[config.mk]
export PLATFORM = sky130hd
export DESIGN_NAME = uart_tx_serializer_flat
export DESIGN_NICKNAME = d
export VERILOG_FILES = /design/src/rtl/uart_tx_serializer_if.sv /design/src/rtl/uart_tx_serializer.sv /design/src/flat_wrapper.sv
export SDC_FILE = /design/constraint.sdc
export NUM_CORES = 1
export LEC_CHECK = 0
export ABC_AREA = 0
export CAP_MARGIN = 20
export CORE_MARGIN = 2
export CORE_UTILIZATION = 60
export CTS_CLUSTER_DIAMETER = 30
export DETAILED_ROUTE_END_ITERATION = 8
export GPL_TIMING_DRIVEN = 0
export PLACE_DENSITY = 0.79
export SLEW_MARGIN = 20
export SYNTH_ARGS = -nofsm -noshare
export SYNTH_HDL_FRONTEND = slang
export SYNTH_SLANG_ARGS = --single-unit
[constraint.sdc]
create_clock -name SYSCLK -period 4.6 [get_ports SYSCLK]
set_clock_uncertainty 0.05 [all_clocks]
set_input_delay 1.38 -clock SYSCLK [delete_from_list [all_inputs] [get_ports SYSCLK]]
set_output_delay 1.38 -clock SYSCLK [all_outputs]
set_load 0.01 [all_outputs]
[src/rtl/uart_tx_serializer_if.sv]
// Byte-wide valid/ready handshake into the UART transmitter.
// The producer uses the master modport; the transmitter uses the slave modport.
interface uart_tx_serializer_if;
    logic [7:0] tx_data;
    logic       tx_valid;
    logic       tx_ready;

    modport master (
        output tx_data,
        output tx_valid,
        input  tx_ready
    );

    modport slave (
        input  tx_data,
        input  tx_valid,
        output tx_ready
    );
endinterface

[src/rtl/uart_tx_serializer.sv]
// Buffered 8N1 UART transmitter: small byte FIFO feeding an LSB-first serial
// framer with a registered, idle-high line output.
// Optional feature macro: UART_TX_PARITY_EN adds one parity bit after the data
// bits (even parity, or odd parity when PARITY_ODD = 1).
module uart_tx_serializer #(
    parameter int CLKS_PER_BIT = 87,
    parameter int FIFO_DEPTH   = 4,
    parameter int STOP_BITS    = 1,
    parameter int PARITY_ODD   = 0
) (
    input  logic                 SYSCLK,
    input  logic                 SYSRESET,
    uart_tx_serializer_if.slave  tx_if,
    output logic                 UART_TXD,
    output logic                 tx_busy
);

    localparam int BAUD_W = (CLKS_PER_BIT > 1) ? $clog2(CLKS_PER_BIT) : 1;
    localparam int PTR_W  = $clog2(FIFO_DEPTH);

    localparam logic [BAUD_W-1:0] BAUD_LAST = BAUD_W'(CLKS_PER_BIT - 1);
    localparam logic [PTR_W:0]    FULL_CNT  = (PTR_W + 1)'(FIFO_DEPTH);
    localparam logic              STOP_LAST = 1'(STOP_BITS - 1);

`ifdef UART_TX_PARITY_EN
    localparam logic ODD_BIT = (PARITY_ODD != 0);

    typedef enum logic [2:0] {
        S_IDLE,
        S_START,
        S_DATA,
        S_PARITY,
        S_STOP
    } state_t;
`else
    typedef enum logic [2:0] {
        S_IDLE,
        S_START,
        S_DATA,
        S_STOP
    } state_t;
`endif

    // FIFO storage and bookkeeping
    logic [7:0]       mem_q [FIFO_DEPTH];
    logic [PTR_W-1:0] wr_ptr_q;
    logic [PTR_W-1:0] rd_ptr_q;
    logic [PTR_W:0]   count_q;
    logic [PTR_W:0]   count_d;
    logic             push;
    logic             pop;
    logic [7:0]       rd_data;

    // Framer state
    state_t            state_q;
    logic [BAUD_W-1:0] baud_q;
    logic [2:0]        bit_q;
    logic              stop_q;
    logic [7:0]        shift_q;
    logic              txd_q;
    logic              baud_last;
`ifdef UART_TX_PARITY_EN
    logic              par_q;
`endif

    assign tx_if.tx_ready = (count_q != FULL_CNT);
    assign push           = tx_if.tx_valid & tx_if.tx_ready;
    assign rd_data        = mem_q[rd_ptr_q];
    assign baud_last      = (baud_q == BAUD_LAST);

    assign UART_TXD = txd_q;
    assign tx_busy  = (state_q != S_IDLE) || (count_q != '0);

    // Pop when idle, or at the very end of the last stop bit so the next
    // start bit follows with no idle gap; occupancy follows push/pop.
    always_comb begin
        pop = 1'b0;
        if (count_q != '0) begin
            if (state_q == S_IDLE) begin
                pop = 1'b1;
            end else if ((state_q == S_STOP) && baud_last && (stop_q == STOP_LAST)) begin
                pop = 1'b1;
            end
        end

        count_d = count_q;
        if (push && !pop) begin
            count_d = count_q + (PTR_W + 1)'(1);
        end else if (pop && !push) begin
            count_d = count_q - (PTR_W + 1)'(1);
        end
    end

    // FIFO pointers and occupancy; reset flushes any queued bytes.
    always_ff @(posedge SYSCLK) begin
        if (SYSRESET) begin
            wr_ptr_q <= '0;
            rd_ptr_q <= '0;
            count_q  <= '0;
        end else begin
            if (push) begin
                wr_ptr_q <= wr_ptr_q + PTR_W'(1);
            end
            if (pop) begin
                rd_ptr_q <= rd_ptr_q + PTR_W'(1);
            end
            count_q <= count_d;
        end
    end

    // FIFO data storage; contents are don't-care until written.
    always_ff @(posedge SYSCLK) begin
        if (push) begin
            mem_q[wr_ptr_q] <= tx_if.tx_data;
        end
    end

    // Frame sequencer: the line level is registered and updated on the same
    // edge as the state transition that defines it.
    always_ff @(posedge SYSCLK) begin
        if (SYSRESET) begin
            state_q <= S_IDLE;
            baud_q  <= '0;
            bit_q   <= '0;
            stop_q  <= 1'b0;
            txd_q   <= 1'b1;
        end else begin
            case (state_q)
                S_IDLE: begin
                    if (pop) begin
                        shift_q <= rd_data;
`ifdef UART_TX_PARITY_EN
                        par_q   <= (^rd_data) ^ ODD_BIT;
`endif
                        baud_q  <= '0;
                        txd_q   <= 1'b0;
                        state_q <= S_START;
                    end
                end

                S_START: begin
                    if (baud_last) begin
                        baud_q  <= '0;
                        bit_q   <= '0;
                        txd_q   <= shift_q[0];
                        state_q <= S_DATA;
                    end else begin
                        baud_q <= baud_q + BAUD_W'(1);
                    end
                end

                S_DATA: begin
                    if (baud_last) begin
                        baud_q <= '0;
                        if (bit_q == 3'd7) begin
`ifdef UART_TX_PARITY_EN
                            txd_q   <= par_q;
                            state_q <= S_PARITY;
`else
                            txd_q   <= 1'b1;
                            stop_q  <= 1'b0;
                            state_q <= S_STOP;
`endif
                        end else begin
                            bit_q   <= bit_q + 3'd1;
                            shift_q <= shift_q >> 1;
                            txd_q   <= shift_q[1];
                        end
                    end else begin
                        baud_q <= baud_q + BAUD_W'(1);
                    end
                end

`ifdef UART_TX_PARITY_EN
                S_PARITY: begin
                    if (baud_last) begin
                        baud_q  <= '0;
                        txd_q   <= 1'b1;
                        stop_q  <= 1'b0;
                        state_q <= S_STOP;
                    end else begin
                        baud_q <= baud_q + BAUD_W'(1);
                    end
                end
`endif

                S_STOP: begin
                    if (baud_last) begin
                        baud_q <= '0;
                        if (stop_q == STOP_LAST) begin
                            if (pop) begin
                                shift_q <= rd_data;
`ifdef UART_TX_PARITY_EN
                                par_q   <= (^rd_data) ^ ODD_BIT;
`endif
                                txd_q   <= 1'b0;
                                state_q <= S_START;
                            end else begin
                                state_q <= S_IDLE;
                            end
                        end else begin
                            stop_q <= 1'b1;
                        end
                    end else begin
                        baud_q <= baud_q + BAUD_W'(1);
                    end
                end

                default: begin
                    baud_q  <= '0;
                    txd_q   <= 1'b1;
                    state_q <= S_IDLE;
                end
            endcase
        end
    end

endmodule

[src/flat_wrapper.sv]
// flat-port wrapper written by rule: the top's interface ports become plain ports
module uart_tx_serializer_flat 
#(
    parameter int CLKS_PER_BIT = 87,
    parameter int FIFO_DEPTH   = 4,
    parameter int STOP_BITS    = 1,
    parameter int PARITY_ODD   = 0
)
  (SYSCLK, SYSRESET, UART_TXD, tx_busy, tx_if_tx_data, tx_if_tx_valid, tx_if_tx_ready);
  uart_tx_serializer_if tx_if_i ();
  input  logic SYSCLK;
  input  logic SYSRESET;
  output logic UART_TXD;
  output logic tx_busy;
  input wire logic [$bits(tx_if_i.tx_data)-1:0] tx_if_tx_data;
  input wire logic [$bits(tx_if_i.tx_valid)-1:0] tx_if_tx_valid;
  output wire logic [$bits(tx_if_i.tx_ready)-1:0] tx_if_tx_ready;
  assign tx_if_i.tx_data = tx_if_tx_data;
  assign tx_if_i.tx_valid = tx_if_tx_valid;
  assign tx_if_tx_ready = tx_if_i.tx_ready;
  uart_tx_serializer #(.CLKS_PER_BIT(CLKS_PER_BIT), .FIFO_DEPTH(FIFO_DEPTH), .STOP_BITS(STOP_BITS), .PARITY_ODD(PARITY_ODD)) u_core (.SYSCLK(SYSCLK), .SYSRESET(SYSRESET), .tx_if(tx_if_i), .UART_TXD(UART_TXD), .tx_busy(tx_busy));
endmodule
==> results of run 1 <==
[worst paths after layout]
path | end | from
worst max-delay path | tx_busy | u_core.state_q[0]
worst max register to register | u_core.count_q[2] | u_core.baud_q[0]
worst min register to register | u_core.bit_q[1] | u_core.bit_q[1]
worst min-delay path | u_core.bit_q[1] | u_core.bit_q[1]
[worst min-delay path, delay by kind of cell (launching register included)]
family | cells | cell delay, ps
DFF | 1 | 320
and+or+nand+nor | 1 | 70
AOI/OAI and AO/OA | 1 | 50
[where the power goes]
part / switching [W] / total [W] / internal (W)
Combinational: 0.000408 / 0.000719 / 0.000311
Clock: 0.000221 / 0.000527 / 0.000307
Sequential: 0.0000504 / 0.000764 / 0.000714
[per-layer routing]
layer | global-route usage (%) | wire (microns)
met5 | 0 | 0
met4 | 9.091 | 48
met3 | 4.664 | 176
met2 | 32.04 | 2461
met1 | 28.89 | 2384
[layout by cell type, fill, tap and decap left out, types with 8 or more instances in the layout]
master | Yosys | final
nor2_1 | 15 | 15
a21oi_1 | 14 | 14
clkbuf_8 | 0 | 9
clkdlybuf4s50_1 | 0 | 13
inv_1 | 10 | 10
edfxtp_1 | 40 | 40
ha_1 | 13 | 13
dfxtp_1 | 22 | 22
nand3_1 | 15 | 15
mux4_2 | 8 | 8
nand2b_1 | 8 | 8
o21ai_0 | 11 | 11
nand2_1 | 12 | 12
[cells by family after synthesis]
kind of cell | Yosys count | share of synthesized area (%)
compound gates | 50 | 12.38
buf+inv | 23 | 3.494
simple gates | 70 | 12.73
xor+xnor | 3 | 0.9061
fa+ha+maj | 14 | 6.299
flops | 62 | 56.60
mux | 12 | 7.593
[registers in the layout, summed over array words and instances, names as in the netlist, named ones only]
signal / flops
u_core.UART_TXD: 1
u_core.baud_q: 7
u_core.bit_q: 3
u_core.count_q: 3
u_core.mem_q: 32
u_core.rd_ptr_q: 2
u_core.shift_q: 8
u_core.state_q: 2
u_core.wr_ptr_q: 2
[metrics by stage]
| stage | hold WS [ps] | cells | power, W | worst slack, ps |
|---|---|---|---|---|
| after global placement | 410.2 | 301 | 0.001468 | 933.3 |
| final | 430.9 | 317 | 0.002011 | 643.2 |
| after floorplan | 400.0 | 234 | 0.001319 | 1515 |
| after CTS | 430.2 | 317 | 0.002020 | 628.0 |
| after global routing | 442.3 | 317 | 0.002142 | 455.7 |
| after detailed placement | 420.4 | 301 | 0.001494 | 875.0 |
[area by class of cell]
type | count | area share (%)
flip-flops and latches | 62 | 49.45
clock buffers | 9 | 3.732
multi-input cells | 149 | 34.87
repair buffers | 13 | 3.920
inverters | 10 | 1.131
plain buffers | 13 | 1.922
clock inverters | 7 | 2.940
well taps | 54 | 2.035
==> results_dict.tcl, run 1 <==
set metrics [dict create \
    run_status "completed" \
    n_antenna_cell 0 \
    hold_path_class "reg -> reg" \
    syn_nets 259 \
    vias 1834 \
    max_stage_delay_ps 620 \
    die_w_microns 73.53 \
    start_util_pct 61.81 \
    synth_seq_area_share_pct 56.60 \
    place_area_sq_um 3098 \
    clkTransAtPathRegs_ps 70 \
    die-area_sq_um 5406 \
    rsz0062_at_grt "no" \
    synth-edff-count 40 \
    crit_path_top_delay_cell "nor4b_2" \
    cts_buffer_depth 2 \
    synth_seq_cells 62 \
    r2r_slack_ps 1870 \
    critPathLaunchType "register" \
    numCtsBuffers 9 \
    ios 14 \
    routed_wl_microns 5070 \
    crit_required_ps 3170 \
    cts.sink_count 62 \
    synth_top_area_cell "edfxtp_1" \
    die_y_microns 73.53 \
    first_pass_iters 4 \
    crit_family "buffers and inverters" \
    slew_headroom_pct 52.05 \
    post-route-min-period_ps 3957 \
    path_buf_inv 4 \
    ys_top_cells_by_area "edfxtp_1 (41%), dfxtp_1 (15%), mux4_2 (6.2%), ha_1 (5.6%), nand3_1 (2.6%)" \
    gp_congestion 0.8127 \
    num_rows 25 \
    htree_levels 3 \
    finalSetupViolations 0 \
    grt_max_degree 13 \
    fin_tns_setup_ps 0 \
    fill_cells 325 \
    io_buffers 13 \
    register_area_sq_um 1642 \
    post_cts_resized 0 \
    async_reset_ff_share_pct 0 \
    power.density_nw_per_um2 605.7 \
    crit_top_cell "inv_1" \
    yosys.cell_types.count 50 \
    synthCells 234 \
    post_cts_buffers 0 \
    vias_per_cell 5.785 \
    fmax_mhz 252.7 \
    maxCapViolCount 0 \
    drc 0 \
    syn_area_per_cell_sq_um 12.39 \
    utilization_pct 70.75 \
    fin_nets 283 \
    syn_area_sq_um 2900 \
    yosys_warnings 0 \
    grt_pass1_wl_microns 8452 \
    final_area_sq_um 3319 \
    synth_most_common_cell "edfxtp_1" \
    cp.depth 6 \
    yosys.area.top_type_share_pct 41.42 \
    grt_usage_pct 20.95 \
    synthFlopType "edfxtp_1" \
    irDropWorstVdd_mv 0.4326 \
    cp_cell_sequence "inv_1 > ha_1 > buf_4 > nor4b_2 > inv_1 > clkdlybuf4s50_1" \
    r2r_cells 13 \
    antenna_found_initial 0 \
    postRouteAntennaNets 0 \
    critPathKind "reg -> out" \
    dpl.hpwl_microns 3523 \
    drive_gt1_share_pct 13.31 \
    finalHoldViolations 0 \
    clk_latency_ps 330 \
    wire_per_inst_microns 15.99 \
    worstPathArrival_ps 2530 \
    synth_common_cells "edfxtp_1 (40), dfxtp_1 (22), nand3_1 (15), nor2_1 (15), a21oi_1 (14)" \
    period_share_pct 86.02 \
    multi_input_area_sq_um 1157 \
    grt_pass1_vias 1802 \
    design.core.area_sq_um 4692 \
    end_kind "output pin" \
    postCtsHoldBufs 0 \
    cts_tree "yes" \
    tightest_slew_ps 717.3 \
    power_leakage_nw 1.178 \
    area_growth_pct 14.45 \
    holdPathStages 2 \
    drt_iter0_markers 145 \
    report.final.slew_viol_count 0 \
    overflow 0 \
    clk_root_buffer_cell "clkbuf_8" \
    worst-path-max-fanout 8 \
]
Note: power is estimated with default switching activity, not from simulation.
==> run 2: changes to the inputs <==
--- a/config.mk
+++ b/config.mk
@@ -9,11 +9,12 @@
 export CAP_MARGIN = 20
 export CORE_MARGIN = 2
 export CORE_UTILIZATION = 60
+export CTS_BUF_LIST = sky130_fd_sc_hd__clkbuf_8 sky130_fd_sc_hd__clkbuf_16
 export CTS_CLUSTER_DIAMETER = 30
 export DETAILED_ROUTE_END_ITERATION = 8
 export GPL_TIMING_DRIVEN = 0
 export PLACE_DENSITY = 0.79
-export SLEW_MARGIN = 20
+export SLEW_MARGIN = 10
 export SYNTH_ARGS = -nofsm -noshare
 export SYNTH_HDL_FRONTEND = slang
 export SYNTH_SLANG_ARGS = --single-unit
==> results of run 2 <==
Final layout, timing and power as in run 1 (identical DEF).
==> run 3: changes to the inputs <==
==> constraint.sdc (replaced) <==
create_clock -name SYSCLK -period 4.6 [get_ports SYSCLK]
set_clock_uncertainty 0.05 [all_clocks]
set_input_delay 1.15 -clock SYSCLK [delete_from_list [all_inputs] [get_ports SYSCLK]]
set_output_delay 1.15 -clock SYSCLK [all_outputs]
set_load 0.01 [all_outputs]
==> results of run 3 <==
The final DEF is identical to that of run 1. Status: completed.
Among the figures that moved: setup slack after placement 875.0 ps -> 1105 ps; setup slack after layout 643.2 ps -> 873.2 ps
